[config.mk]
export PLATFORM = sky130hd
export DESIGN_NAME = cic_comb_chain
export DESIGN_NICKNAME = d
export VERILOG_FILES = /design/src/rtl/cic_comb_chain.sv
export SDC_FILE = /design/constraint.sdc
export NUM_CORES = 1
export LEC_CHECK = 0
export ABC_CLOCK_PERIOD_IN_PS = 5350
export BUFFER_PORTS_ARGS = -buffer_cell sky130_fd_sc_hd__buf_2
export CELL_PAD_IN_SITES_DETAIL_PLACEMENT = 1
export CELL_PAD_IN_SITES_GLOBAL_PLACEMENT = 2
export CORE_MARGIN = 5
export CORE_UTILIZATION = 42
export CTS_CLUSTER_SIZE = 28
export DETAILED_ROUTE_END_ITERATION = 8
export HOLD_SLACK_MARGIN = 0.03
export PLACE_DENSITY = 0.94
export SLEW_MARGIN = 15
export SYNTH_ARGS = -nofsm -noshare
export SYNTH_HDL_FRONTEND = slang
export SYNTH_SLANG_ARGS = --single-unit
[constraint.sdc]
create_clock -name clk -period 5.35 [get_ports clk]
set_clock_uncertainty 0.05 [all_clocks]
set_input_delay 0 -clock clk [delete_from_list [all_inputs] [get_ports clk]]
set_output_delay 0 -clock clk [all_outputs]
set_load 0.005 [all_outputs]
[src/rtl/cic_comb_chain.sv]
// cic_comb_chain: cascade of registered comb stages (x[n] - x[n-M]) for time-multiplexed
// channels, with per-stage wrap or clamp and overflow reporting.
module cic_comb_chain #(
   parameter int WIDTH    = 16,
   parameter int N_DELAYS = 1,
   parameter int N_STAGES = 3,
   parameter int N_CH     = 1,
   parameter bit SATURATE = 1'b0,
   localparam int CW      = (N_CH > 1) ? $clog2(N_CH) : 1
) (
   input  logic             clk,
   input  logic             rstn,
   input  logic             in_valid,
   input  logic [WIDTH-1:0] in_data,
   input  logic [CW-1:0]    in_ch,
   input  logic             clr_sticky,
   output logic             out_valid,
   output logic [WIDTH-1:0] out_data,
   output logic [CW-1:0]    out_ch,
   output logic             overflow,
   output logic             ovf_sticky
);
   localparam logic [WIDTH-1:0] MAX_V = {1'b0, {(WIDTH-1){1'b1}}};
   localparam logic [WIDTH-1:0] MIN_V = {1'b1, {(WIDTH-1){1'b0}}};
   localparam int NV = 2 ** CW;
   // one bit per encodable channel index, set only for channels that exist
   localparam logic [NV-1:0] CH_OK = {NV{1'b1}} >> (NV - N_CH);

   logic ovf_sticky_q, ovf_sticky_d;

   for (genvar s = 0; s < N_STAGES; s++) begin : g_stage
      logic             iv, io, ovf, vld_q, vld_d, ovr_q, ovr_d;
      logic [WIDTH-1:0] ix, res, dat_q, dat_d;
      logic [CW-1:0]    ic, ch_q, ch_d;
      logic [WIDTH:0]   diff;
      logic [WIDTH-1:0] dly_q [N_CH][N_DELAYS];
      logic [WIDTH-1:0] dly_d [N_CH][N_DELAYS];
      if (s == 0) begin : g_src
         assign iv = in_valid & CH_OK[in_ch];
         assign ix = in_data;
         assign ic = in_ch;
         assign io = 1'b0;
      end else begin : g_src
         assign iv = g_stage[s-1].vld_q;
         assign ix = g_stage[s-1].dat_q;
         assign ic = g_stage[s-1].ch_q;
         assign io = g_stage[s-1].ovr_q;
      end
      always_comb begin
         diff  = {ix[WIDTH-1], ix} - {dly_q[ic][N_DELAYS-1][WIDTH-1], dly_q[ic][N_DELAYS-1]};
         ovf   = diff[WIDTH] ^ diff[WIDTH-1];
         res   = (ovf && SATURATE) ? (diff[WIDTH] ? MIN_V : MAX_V) : diff[WIDTH-1:0];
         dly_d = dly_q;
         if (iv) begin
            dly_d[ic][0] = ix;
            for (int j = 1; j < N_DELAYS; j++) dly_d[ic][j] = dly_q[ic][j-1];
         end
         vld_d = iv;
         ovr_d = iv & (io | ovf);
         dat_d = iv ? res : dat_q;
         ch_d  = iv ? ic : ch_q;
      end
      always_ff @(posedge clk or negedge rstn) begin
         if (!rstn) begin
            vld_q <= 1'b0;
            ovr_q <= 1'b0;
            dat_q <= '0;
            ch_q  <= '0;
            dly_q <= '{default: '0};
         end else begin
            vld_q <= vld_d;
            ovr_q <= ovr_d;
            dat_q <= dat_d;
            ch_q  <= ch_d;
            dly_q <= dly_d;
         end
      end
   end

   assign out_valid  = g_stage[N_STAGES-1].vld_q;
   assign out_data   = g_stage[N_STAGES-1].dat_q;
   assign out_ch     = g_stage[N_STAGES-1].ch_q;
   assign overflow   = g_stage[N_STAGES-1].ovr_q;
   assign ovf_sticky = ovf_sticky_q;

   // a new overflow wins over a coincident clear
   always_comb ovf_sticky_d = (out_valid & overflow) | (ovf_sticky_q & ~clr_sticky);

   always_ff @(posedge clk or negedge rstn) begin
      if (!rstn) ovf_sticky_q <= 1'b0;
      else       ovf_sticky_q <= ovf_sticky_d;
   end
endmodule

==> impl_metrics.xml <==
<?xml version="1.0" encoding="UTF-8"?>
<metrics>
  <group name="placed_design">
    <metric name="placed_cells_incl_taps" unit="">886</metric>
    <metric name="place.detailed.hpwl" unit="um">10500</metric>
    <metric name="io_buffers" unit="">40</metric>
    <metric name="routabilityCongestion" unit="">0.832</metric>
  </group>
  <group name="sta">
    <metric name="finalSetupViolations" unit="">0</metric>
    <metric name="hold_viol_final" unit="">0</metric>
    <metric name="unrepaired_setup_endpoints_after_global_routing" unit="">no</metric>
    <metric name="worst-slew-pin-transition" unit="ps">852</metric>
    <metric name="max_freq" unit="GHz">0.393</metric>
    <metric name="setup_total_negative_slack" unit="ps">0</metric>
    <metric name="finalCritPeriodShare" unit="%">47.6</metric>
    <metric name="timing.final.crit_period" unit="ps">2550</metric>
    <metric name="final_max_slew_viol_count" unit="">0</metric>
    <metric name="worst_slew_margin_rel" unit="%">42.9</metric>
  </group>
  <group name="global_routing">
    <metric name="pin_count_of_the_biggest_net_entering_global_routing" unit="">87</metric>
    <metric name="grt_pass1_vias" unit="">5072</metric>
    <metric name="gr-usage-all-layers" unit="%">16.5</metric>
    <metric name="grt_overflow_total" unit="">0</metric>
    <metric name="grt_pass1_wl" unit="um">24500</metric>
    <metric name="grt_antenna_before_repair" unit="">0</metric>
  </group>
  <group name="clock_network">
    <metric name="tritoncts_num_sinks" unit="">106</metric>
    <metric name="post_cts_resize_count" unit="">0</metric>
    <metric name="tritoncts_clock_tree" unit="">yes</metric>
    <metric name="cts_root_buf" unit="">sky130_fd_sc_hd__clkbuf_16</metric>
    <metric name="worstSkewPairLatency" unit="ps">350</metric>
    <metric name="cts-buffers-inserted" unit="">9</metric>
    <metric name="clock_transition_at_the_register_clock_pins_on_the_worst_setup_and_hold_paths_after_cts" unit="ps">70</metric>
    <metric name="clockBufferDepth" unit="">2</metric>
    <metric name="clock_tree.htree_level_count" unit="">3</metric>
  </group>
  <group name="worst_hold_path">
    <metric name="timing.hold.worst.class" unit="">primary input to flip-flop</metric>
  </group>
  <group name="synth">
    <metric name="synth_sequential_area_ratio" unit="%">42.1</metric>
    <metric name="post_synth_num_cell_types" unit="">61</metric>
    <metric name="synth.area.top_cells" unit="">sky130_fd_sc_hd__dfrtp_1 42%, sky130_fd_sc_hd__ha_1 9.5%, sky130_fd_sc_hd__o21ai_0 5.9%</metric>
    <metric name="yosys.area.top_type_share" unit="%">42.1</metric>
    <metric name="synth_enable_flop_cells" unit="">0</metric>
    <metric name="synth.area.mux_share" unit="%">4.07</metric>
    <metric name="ys_seq_elements" unit="">106</metric>
    <metric name="postSynth.asyncResetShare" unit="%">100</metric>
    <metric name="post-synth-top-count-cell" unit="">sky130_fd_sc_hd__dfrtp_1</metric>
    <metric name="post_synth_fa_ha_maj_area_fraction" unit="%">10.5</metric>
    <metric name="area_fraction_in_compound_gates_after_synthesis" unit="%">21.4</metric>
    <metric name="syn_area_per_cell" unit="um2">9.29</metric>
    <metric name="synth_top_family_by_area" unit="">compound AO/OA/AOI/OAI gates</metric>
    <metric name="netlist_area" unit="um2">6300</metric>
    <metric name="yosys.area_share.simple" unit="%">12.9</metric>
    <metric name="synth-warning-count" unit="">0</metric>
    <metric name="ys_top_cells_by_count" unit="">106 x sky130_fd_sc_hd__dfrtp_1, 94 x sky130_fd_sc_hd__nand2_1, 74 x sky130_fd_sc_hd__o21ai_0</metric>
    <metric name="syn-num-nets" unit="">751</metric>
    <metric name="ys_dominant_reg_cell" unit="">sky130_fd_sc_hd__dfrtp_1</metric>
    <metric name="syn-instance-count" unit="">679</metric>
    <metric name="synth_top_area_cell" unit="">sky130_fd_sc_hd__dfrtp_1</metric>
    <metric name="synth_xor_xnor_area_share" unit="%">3.89</metric>
  </group>
  <group name="drt">
    <metric name="ant_nets" unit="">0</metric>
    <metric name="remaining_drc_errors" unit="">0</metric>
    <metric name="dr.first_iter.drc_count" unit="">148</metric>
    <metric name="detailroute.via_count" unit="">4997</metric>
    <metric name="detail_route.vias_per_cell" unit="">5.44</metric>
    <metric name="route.detailed.wl_per_inst" unit="um">15.2</metric>
    <metric name="wirelength" unit="um">13900</metric>
    <metric name="first_pass_iters" unit="">4</metric>
  </group>
  <group name="finish">
    <metric name="area_growth" unit="%">13.6</metric>
    <metric name="final-instance-count-excl-fill" unit="">919</metric>
    <metric name="insertedDiodeCount" unit="">0</metric>
    <metric name="layout-drive-gt1-share" unit="%">12.8</metric>
    <metric name="nNetsFinal" unit="">804</metric>
    <metric name="final.fill_count" unit="">1709</metric>
  </group>
  <group name="die">
    <metric name="floorplan.core_area" unit="um2">14600</metric>
    <metric name="dieHeight" unit="um">133</metric>
    <metric name="area_of_the_die" unit="um2">17600</metric>
    <metric name="num_rows" unit="">44</metric>
    <metric name="start_util" unit="%">43.1</metric>
    <metric name="ports_placed_on_the_boundary" unit="">41</metric>
    <metric name="die_width" unit="um">133</metric>
  </group>
  <group name="worst_setup_path">
    <metric name="required" unit="ps">5540</metric>
    <metric name="critical_path.most_common_cell" unit="">sky130_fd_sc_hd__a31oi_1</metric>
    <metric name="cpPeakStageDelay" unit="ps">410</metric>
    <metric name="cp.buffers_inverters" unit="">1</metric>
    <metric name="critPathSlowestCell" unit="">sky130_fd_sc_hd__fa_1</metric>
    <metric name="cp_max_fanout" unit="">3</metric>
    <metric name="critical_path_class" unit="">flip-flop to flip-flop</metric>
    <metric name="path_delay_family" unit="">compound AO/OA/AOI/OAI gates</metric>
    <metric name="start_kind" unit="">flip-flop</metric>
    <metric name="path_cells" unit="">inv_1 &gt; ha_1 &gt; fa_1 &gt; nor2b_1 &gt; o2111ai_1 &gt; a31oi_1 &gt; a31oi_1 &gt; xnor2_1 &gt; mux2_2</metric>
    <metric name="critical_path.endpoint_type" unit="">flip-flop</metric>
    <metric name="crit_arrival" unit="ps">2730</metric>
  </group>
  <group name="pwr">
    <metric name="ir_drop" unit="mV">0.191</metric>
    <metric name="power_leakage" unit="nW">3.31</metric>
    <metric name="power-per-cell-area" unit="nW/um2">548</metric>
  </group>
  <group name="run_status">
    <metric name="status" unit="">finished clean</metric>
  </group>
  <group name="run">
    <metric name="cap_violations" unit="">0</metric>
  </group>
</metrics>
## timing repair
| action | CTS | global route |
|---|---|---|
| hold buffers | 19 | 0 |
| endpoints found under the setup margin | 0 | 0 |
| setup buffers | 0 | 0 |
| hold endpoints to repair | 38 | 0 |
## routing by layer
metal | global-route usage [%] | routed length, um | up-vias
met5 | 0 | 0 | -
met2 | 29.4 | 6980 | 66
met4 | 4.50 | 193 | 0
met1 | 20.4 | 6360 | 2448
met3 | 3.38 | 408 | 15
li1 | - | - | 2468
## kinds of logic (layout without fill, tap and decap cells)
kind of cell | after synthesis | count (layout)
buffers and inverters | 87 | 143
AND/OR/NAND/NOR | 178 | 178
flip-flops | 106 | 106
adder cells (fa/ha/maj) | 51 | 51
XOR/XNOR | 28 | 28
AO/OA/AOI/OAI | 206 | 206
multiplexers | 23 | 23
## worst paths after layout
| path | start | to | slack, ps | cells past startpoint |
|---|---|---|---|---|
| min in group asynchronous | rstn | g_stage[2].dly_q[1] | 320 | 3 |
| max | g_stage[1].dat_q[0] | out_data[10] | 2800 | 9 |
| max reg2reg | g_stage[1].dat_q[0] | out_data[10] | 2800 | 9 |
| max in group asynchronous | rstn | out_data[12] | 3910 | 3 |
| min | in_valid | g_stage[0].dat_q[14] | 170 | 5 |
| min reg2reg | out_data[3] | out_data[3] | 440 | 1 |
## power breakdown
part	switching, mW	internal (mW)
logic	1.15	0.919
clock network	0.284	0.357
registers	0.156	1.06
## flip-flops by register name, indices dropped and copies added, names as in the netlist
name	count
g_stage.dat_q	32
g_stage.vld_q	2
g_stage.ch_q	2
g_stage.dly_q	48
ovf_sticky	1
overflow	1
g_stage.ovr_q	2
out_valid	1
out_data	16
out_ch	1
## cell usage in the layout, fill, tap and decap left out, types with 10 or more instances in the layout
master,synthesis,layout
sky130_fd_sc_hd__xnor2_1,19,19
sky130_fd_sc_hd__dfrtp_1,106,106
sky130_fd_sc_hd__nand2_1,94,94
sky130_fd_sc_hd__a21o_1,17,17
sky130_fd_sc_hd__mux2_2,21,21
sky130_fd_sc_hd__dlygate4sd3_1,0,19
sky130_fd_sc_hd__o21a_1,19,19
sky130_fd_sc_hd__o21ai_0,74,74
sky130_fd_sc_hd__buf_2,1,39
sky130_fd_sc_hd__nor3_1,10,10
sky130_fd_sc_hd__a21oi_1,33,33
sky130_fd_sc_hd__nor2_1,26,26
sky130_fd_sc_hd__inv_1,64,64
sky130_fd_sc_hd__ha_1,48,48
## tightest hold or removal path, stage by stage
cell and delay [ps]:
sky130_fd_sc_hd__buf_2 70, sky130_fd_sc_hd__nand2b_1 40, sky130_fd_sc_hd__buf_4 240, sky130_fd_sc_hd__nand2_1 110
sky130_fd_sc_hd__o21ai_1 60
## stage by stage
stage / worst slack (ps) / area (um2) / total power, mW / hold WS (ps) / utilization [%]
floorplan: 3130 / 6300 / 2.75 / -346 / -
global placement: 2930 / 6690 / 3.17 / -163 / 45.7
detailed placement: 2830 / 6690 / 3.27 / -159 / 45.7
CTS: 2830 / 7160 / 3.96 / 164 / 48.9
global route: 2680 / 7160 / 4.26 / 191 / 48.9
finish: 2800 / 7160 / 3.92 / 169 / 48.9
## cell type report
type	instances	area [um2]	area share, %
timing repair buffer	63	427	5.96
multi-input combinational	486	3320	46.4
tap	184	230	3.21
clock inverter	5	56.3	0.786
inverter	66	248	3.46
sequential	106	2650	37.0
clock buffer	9	225	3.14
(Power assumes the default switching activity.)
